File: config.mk
export PLATFORM = sky130hd
export DESIGN_NAME = sap_clock_ctrl
export DESIGN_NICKNAME = d
export VERILOG_FILES = /design/src/rtl/sap_pkg.sv /design/src/rtl/sap_key_debounce.sv /design/src/rtl/sap_clock_ctrl.sv
export SDC_FILE = /design/constraint.sdc
export NUM_CORES = 1
export LEC_CHECK = 0
export BUFFER_PORTS_ARGS = -buffer_cell sky130_fd_sc_hd__clkbuf_2
export CAP_MARGIN = 5
export CORE_UTILIZATION = 50
export DETAILED_ROUTE_END_ITERATION = 16
export GPL_ROUTABILITY_DRIVEN = 0
export PLACE_DENSITY_LB_ADDON = 0.25
export SLEW_MARGIN = 40
export SYNTH_ARGS = -nofsm -noshare
export SYNTH_HDL_FRONTEND = slang
export SYNTH_SLANG_ARGS = --single-unit
File: constraint.sdc
create_clock -name clk -period 2.1 [get_ports clk]
set_input_delay 0.315 -clock clk [delete_from_list [all_inputs] [get_ports clk]]
set_output_delay 0.315 -clock clk [all_outputs]
set_load 0.02 [all_outputs]
File: src/rtl/sap_pkg.sv
// Shared definitions for the SAP clock controller: FSM states, key indices, default timing.
package sap_pkg;

  typedef enum logic [1:0] {
    AUTO   = 2'd0,
    MANUAL = 2'd1,
    HALTED = 2'd2
  } sap_state_e;

  localparam int DEF_DEBOUNCE_CYCLES = 50000;
  localparam int DEF_AUTO_DIV_BITS   = 18;

  localparam int NUM_KEYS = 3;
  localparam int KEY_STEP = 0;
  localparam int KEY_RST  = 1;
  localparam int KEY_MODE = 2;

endpackage

File: src/rtl/sap_key_debounce.sv
// One push-button: 2-flop synchroniser, stable-count debouncer, single-cycle press pulse.
module sap_key_debounce
  import sap_pkg::*;
#(
  parameter int DEBOUNCE_CYCLES = DEF_DEBOUNCE_CYCLES
) (
  input  logic clk,
  input  logic rst_n,
  input  logic key_raw,
  output logic pressed,
  output logic press
);

  localparam int CW = (DEBOUNCE_CYCLES > 1) ? $clog2(DEBOUNCE_CYCLES) : 1;
  localparam logic [CW-1:0] CNT_LAST = CW'(DEBOUNCE_CYCLES - 1);

  logic [1:0]    sync_pipe;
  logic          key_sync;
  logic          deb;
  logic          flip;
  logic [CW-1:0] cnt;

  assign key_sync = sync_pipe[1];
  // cnt holds how many earlier cycles already disagreed; this cycle completes the run
  assign flip     = (key_sync != deb) && (cnt == CNT_LAST);

  always_ff @(posedge clk or negedge rst_n) begin
    if (!rst_n) begin
      sync_pipe <= 2'b11;
      deb       <= 1'b1;
      cnt       <= '0;
      press     <= 1'b0;
    end else begin
      sync_pipe <= {sync_pipe[0], key_raw};
      cnt       <= (key_sync == deb || flip) ? '0 : cnt + CW'(1);
      if (flip) deb <= key_sync;
      press     <= flip && deb;
    end
  end

  assign pressed = ~deb;

endmodule

File: src/rtl/sap_clock_ctrl.sv
// SAP CPU clock controller: auto-run divider, manual stepping, halt and CPU reset.
// Define SAP_CLK_STEP_COUNT_EN to add the 16-bit step_count output.
module sap_clock_ctrl
  import sap_pkg::*;
#(
  parameter int DEBOUNCE_CYCLES = DEF_DEBOUNCE_CYCLES,
  parameter int AUTO_DIV_BITS   = DEF_AUTO_DIV_BITS
) (
  input  logic        clk,
  input  logic        rst_n,
  input  logic        key_step,
  input  logic        key_rst,
  input  logic        key_mode,
  input  logic        halt,
  output logic        cpu_tick,
  output logic        cpu_reset,
  output logic        mode_manual,
  output logic        halted
`ifdef SAP_CLK_STEP_COUNT_EN
  ,
  output logic [15:0] step_count
`endif
);

  logic [NUM_KEYS-1:0] key_raw;
  logic [NUM_KEYS-1:0] key_lvl;
  logic [NUM_KEYS-1:0] key_press;
  logic                lvl_unused;

  assign key_raw = {key_mode, key_rst, key_step};

  sap_key_debounce #(
    .DEBOUNCE_CYCLES(DEBOUNCE_CYCLES)
  ) u_key [NUM_KEYS-1:0] (
    .clk    (clk),
    .rst_n  (rst_n),
    .key_raw(key_raw),
    .pressed(key_lvl),
    .press  (key_press)
  );

  // only the reset key is consumed as a level; step/mode act on press edges
  assign lvl_unused = key_lvl[KEY_STEP] | key_lvl[KEY_MODE];

  sap_state_e               state, state_nxt;
  logic                     mode_q, mode_nxt;
  logic                     tick_q, tick_nxt;
  logic                     hold;
  logic [AUTO_DIV_BITS-1:0] div_q, div_nxt;
  logic                     rst_lvl;

  assign rst_lvl = key_lvl[KEY_RST];

  always_ff @(posedge clk or negedge rst_n) begin
    if (!rst_n) begin
      state  <= AUTO;
      mode_q <= 1'b0;
      div_q  <= '0;
      tick_q <= 1'b0;
    end else begin
      state  <= state_nxt;
      mode_q <= mode_nxt;
      div_q  <= div_nxt;
      tick_q <= tick_nxt;
    end
  end

  always_comb begin
    mode_nxt  = mode_q ^ key_press[KEY_MODE];
    state_nxt = state;
    case (state)
      AUTO, MANUAL: begin
        if (key_press[KEY_MODE]) state_nxt = mode_nxt ? MANUAL : AUTO;
        if (halt && !rst_lvl)    state_nxt = HALTED;
      end
      default: ;
    endcase
    if (key_press[KEY_RST]) state_nxt = mode_nxt ? MANUAL : AUTO;

    // any state change (toggle, halt, reset) cancels the tick and restarts the divider
    hold     = !rst_lvl && (state_nxt == state);
    tick_nxt = hold && ((state == AUTO && (&div_q)) ||
                        (state == MANUAL && key_press[KEY_STEP]));
    div_nxt  = (hold && state == AUTO) ? div_q + AUTO_DIV_BITS'(1) : '0;
  end

  assign cpu_tick    = tick_q & ~rst_lvl;
  assign cpu_reset   = rst_lvl;
  assign mode_manual = mode_q;
  assign halted      = (state == HALTED);

`ifdef SAP_CLK_STEP_COUNT_EN
  logic [15:0] step_cnt_q;

  always_ff @(posedge clk or negedge rst_n) begin
    if (!rst_n)        step_cnt_q <= '0;
    else if (rst_lvl)  step_cnt_q <= '0;
    else if (cpu_tick) step_cnt_q <= step_cnt_q + 16'd1;
  end

  assign step_count = step_cnt_q;
`endif

endmodule

==> out/metrics.csv <==
stage,metric,value,unit
critical_path,reg2reg start,u_key[2].cnt[5],
yosys,Synth Register Bits,82,
clock_tree,hold_buf cts,1,
clock_tree,CTS resizes,0,
critical_path,CP Class,register to register,
pwr,combinational power share,0.026,
clock_tree,H-tree levels,3,
global_routing,antenna violations before repair,0,
yosys,Compound-Gate Fraction of Synth Area,0.02424,
pwr,Switch Pwr,624.9,µW
critical_path,Setup crit end kind,register,
final_layout,"Core Util, Final",0.5879,
timing,Setup TNS,0,ps
timing,final worst-path setup slack,150.0,ps
placement,# placed instances,488,
global_routing,first-pass GRT wire length,11760,µm
final_layout,layout cells sized above 1,0.1207,
placement,DPL Wire Length,4575,µm
placement,I/O Buffers,9,
pwr,sequential share of power,0.522,
yosys,cell taking the most area after synthesis,dfrtp_1,
critical_path,launch point of the critical path,u_key[2].cnt[5],
yosys,synthesized area,3871,µm²
yosys,post-synth net total,390,
global_routing,largest net degree at the start of global routing,50,
yosys,XOR/XNOR share of the synthesized area,0.1267,
clock_tree,CTS tree,done,
route,WL met3,213,µm
final_layout,area grow syn2layout,11.93,%
route,1st-iter DRT viols,83,
critical_path,Worst Setup EP,u_key[2].cnt[13],
die,core area,7370,µm²
yosys,post-synthesis sequential area ratio,0.5330,
route,vias per cell,5.414,
pwr,Pint,2.485,mW
clock_tree,Worst-path clk slew,80,ps
yosys,top-count cell post-synth,dfrtp_1,
min_path,Worst Hold Class,input pin to register,
yosys,Syn. warnings,0,
route,top layer in use,met4,
pwr,clock power share,0.453,
timing,# setup viols final,0,
route,DR pass1 iterations,4,
final_layout,final instance area,4333,µm²
run_status,status,completed,
route,remaining antenna violation count,0,
timing,Rel. slew slack,0.6640,
yosys,Post-synth EDFFs,0,
die,Die X,89.99,µm
clock_tree,post-CTS setup buffer count,0,
critical_path,R2R setup slack,150,ps
yosys,main combinational cell family by area after synthesis,simple AND/OR/NAND/NOR gates,
yosys,Synth top cells by count,"73 x dfrtp_1, 69 x nor2_1, 44 x xnor2_1",
job,MaxCap Viol Count,0,
critical_path,CP required,2320,ps
die,Die ar.,8098,µm²
critical_path,CP max FO,15,
clock_tree,number of buffers on the longest clock path,2,
critical_path,R2R depth,4,
yosys,Cells after Synth,380,
yosys,async set-reset flop share out of synthesis,1.000,
timing,pins over their slew limit,0,
placement,pre-CTS setup slack,150.3,ps
route,Remaining DRCs,0,
timing,"Min Clock Period, post-route",1950,ps
pwr,overall power,3.110,mW
timing,final cycle utilization of the critical path,0.9286,
timing,setup repair after global routing missed its margin,false,
yosys,synth top area cells,"dfrtp_1 47%, xnor2_1 10%, nor2_1 6.7%",
yosys,top cell type's share of synthesized area,0.4719,
pwr,Leak,1.741,nW
final_layout,final non-filler cell total,505,
clock_tree,Root Driver,clkbuf_8,
clock_tree,worst skew pair latency,350,ps
yosys,mux cell area share after synthesis,0.01745,
timing,final hold vios,0,
global_routing,number of global-route vias before repair,2614,
global_routing,grt ovf,0,
global_routing,GRT Overall Usage,0.1788,
min_path,worst hold start,key_step,
critical_path,CP startpoint kind,register,
die,top-level I/O count,10,
timing,skew final,10.20,ps
placement,placed inst area,4069,µm²
route,Wirelength per Cell,13.12,µm
clock_tree,TritonCTS buffer count,9,
route,Total Wirelength,6627,µm
die,Die H,89.99,µm
critical_path,worst path arrival time,2170,ps
timing,Worst Max-Slew Pin Slew,502.8,ps
route,Met2 Wirelength,3008,µm
route,metal1 wirelength,3343,µm
yosys,"Top FF cell, synth",dfrtp_1,
timing,WHS,46.56,ps
pwr,PwrDens,717.7,nW/µm²
yosys,Adder-Cell Fraction of Synth Area,0.01293,
pwr,switch share,0.2009,
critical_path,worst r2r dst,u_key[2].cnt[13],
route,routed vias,2734,
pwr,Max VDD drop,0.4661,mV
yosys,synth unique cells,39,
final_layout,Ant. Diodes,0,
yosys,Synth Area in Simple Gates,0.2650,
yosys,average size of a mapped cell,10.19,µm²
final_layout,Nets,411,
clock_tree,CTS Sinks,82,
die,row count,31,
die,Initial Utilization,0.5253,
timing,fmax,0.5128,GHz
[worst max-delay path: stages (launching register included)]
cell and delay, ps:
dfrtp_1 410, or4b_1 520, or4_4 560, nand2_2 250
nor2_1 90
[flip-flops by register name (all words and copies together) (netlist names)]
register	flops
u_key.press	3
state	2
u_key.deb	3
u_key.cnt	48
mode_manual	1
div_q	18
u_key.sync_pipe	6
tick_q	1
[routing by layer]
metal | vias up | track usage
met2 | 32 | 0.2776
met5 | - | 0
li1 | 1368 | -
met3 | 5 | 0.05161
met4 | 0 | 0.06452
met1 | 1329 | 0.2402
[cell families after synthesis]
logic type	Yosys count
AOI/OAI and AO/OA	14
and+or+nand+nor	199
adders and majority gates	4
DFF	82
buffers and inverters	19
xor gates and xnor gates	56
muxes	6
[cell usage in the layout (no fill, tap or decap), types with 12 or more instances in the layout]
cell,netlist,routed
dfrtp_1,73,73
nor2_1,69,69
xnor2_1,44,44
nand3_1,24,24
nand4_1,23,23
nand2_1,19,19
nor3_1,17,17
nor4_1,14,14
inv_1,13,13
xor2_1,12,12
[worst min-delay path by stage]
stage / endpoint / slack (ps) / depth (start not counted)
6_report: u_key[0].sync_pipe[0] / 50 / 1
5_1_grt: u_key[2].sync_pipe[0] / 30 / 1
4_1_cts: u_key[0].sync_pipe[0] / 20 / 1
3_5_place_dp: u_key[1].cnt[10] / 290 / 1
3_3_place_gp: u_key[1].cnt[8] / 290 / 1
2_1_floorplan: div_q[0] / 20 / 0
[final cells by class]
type                            instances  area [µm²]
Inverter                               13       48.80
Sequential cell                        82        2063
Tap cell                               99       123.9
Timing Repair Buffer                   16       115.1
Clock inverter                          4       98.84
Multi-Input combinational cell        279        1728
Clock buffer                           12       155.1
Fill cell                             641        3037
[power groups by stage]
| stage | registers [mW] | clock network [mW] | logic, mW |
|---|---|---|---|
| floorplan | 1.65 | 0 | 0.0350 |
| global placement | 1.65 | 0 | 0.0800 |
| detailed placement | 1.65 | 0 | 0.0818 |
| CTS | 1.62 | 1.45 | 0.0848 |
| global route | 1.62 | 1.50 | 0.0947 |
| finish | 1.62 | 1.41 | 0.0802 |
Power figures use the tool's default switching activity.
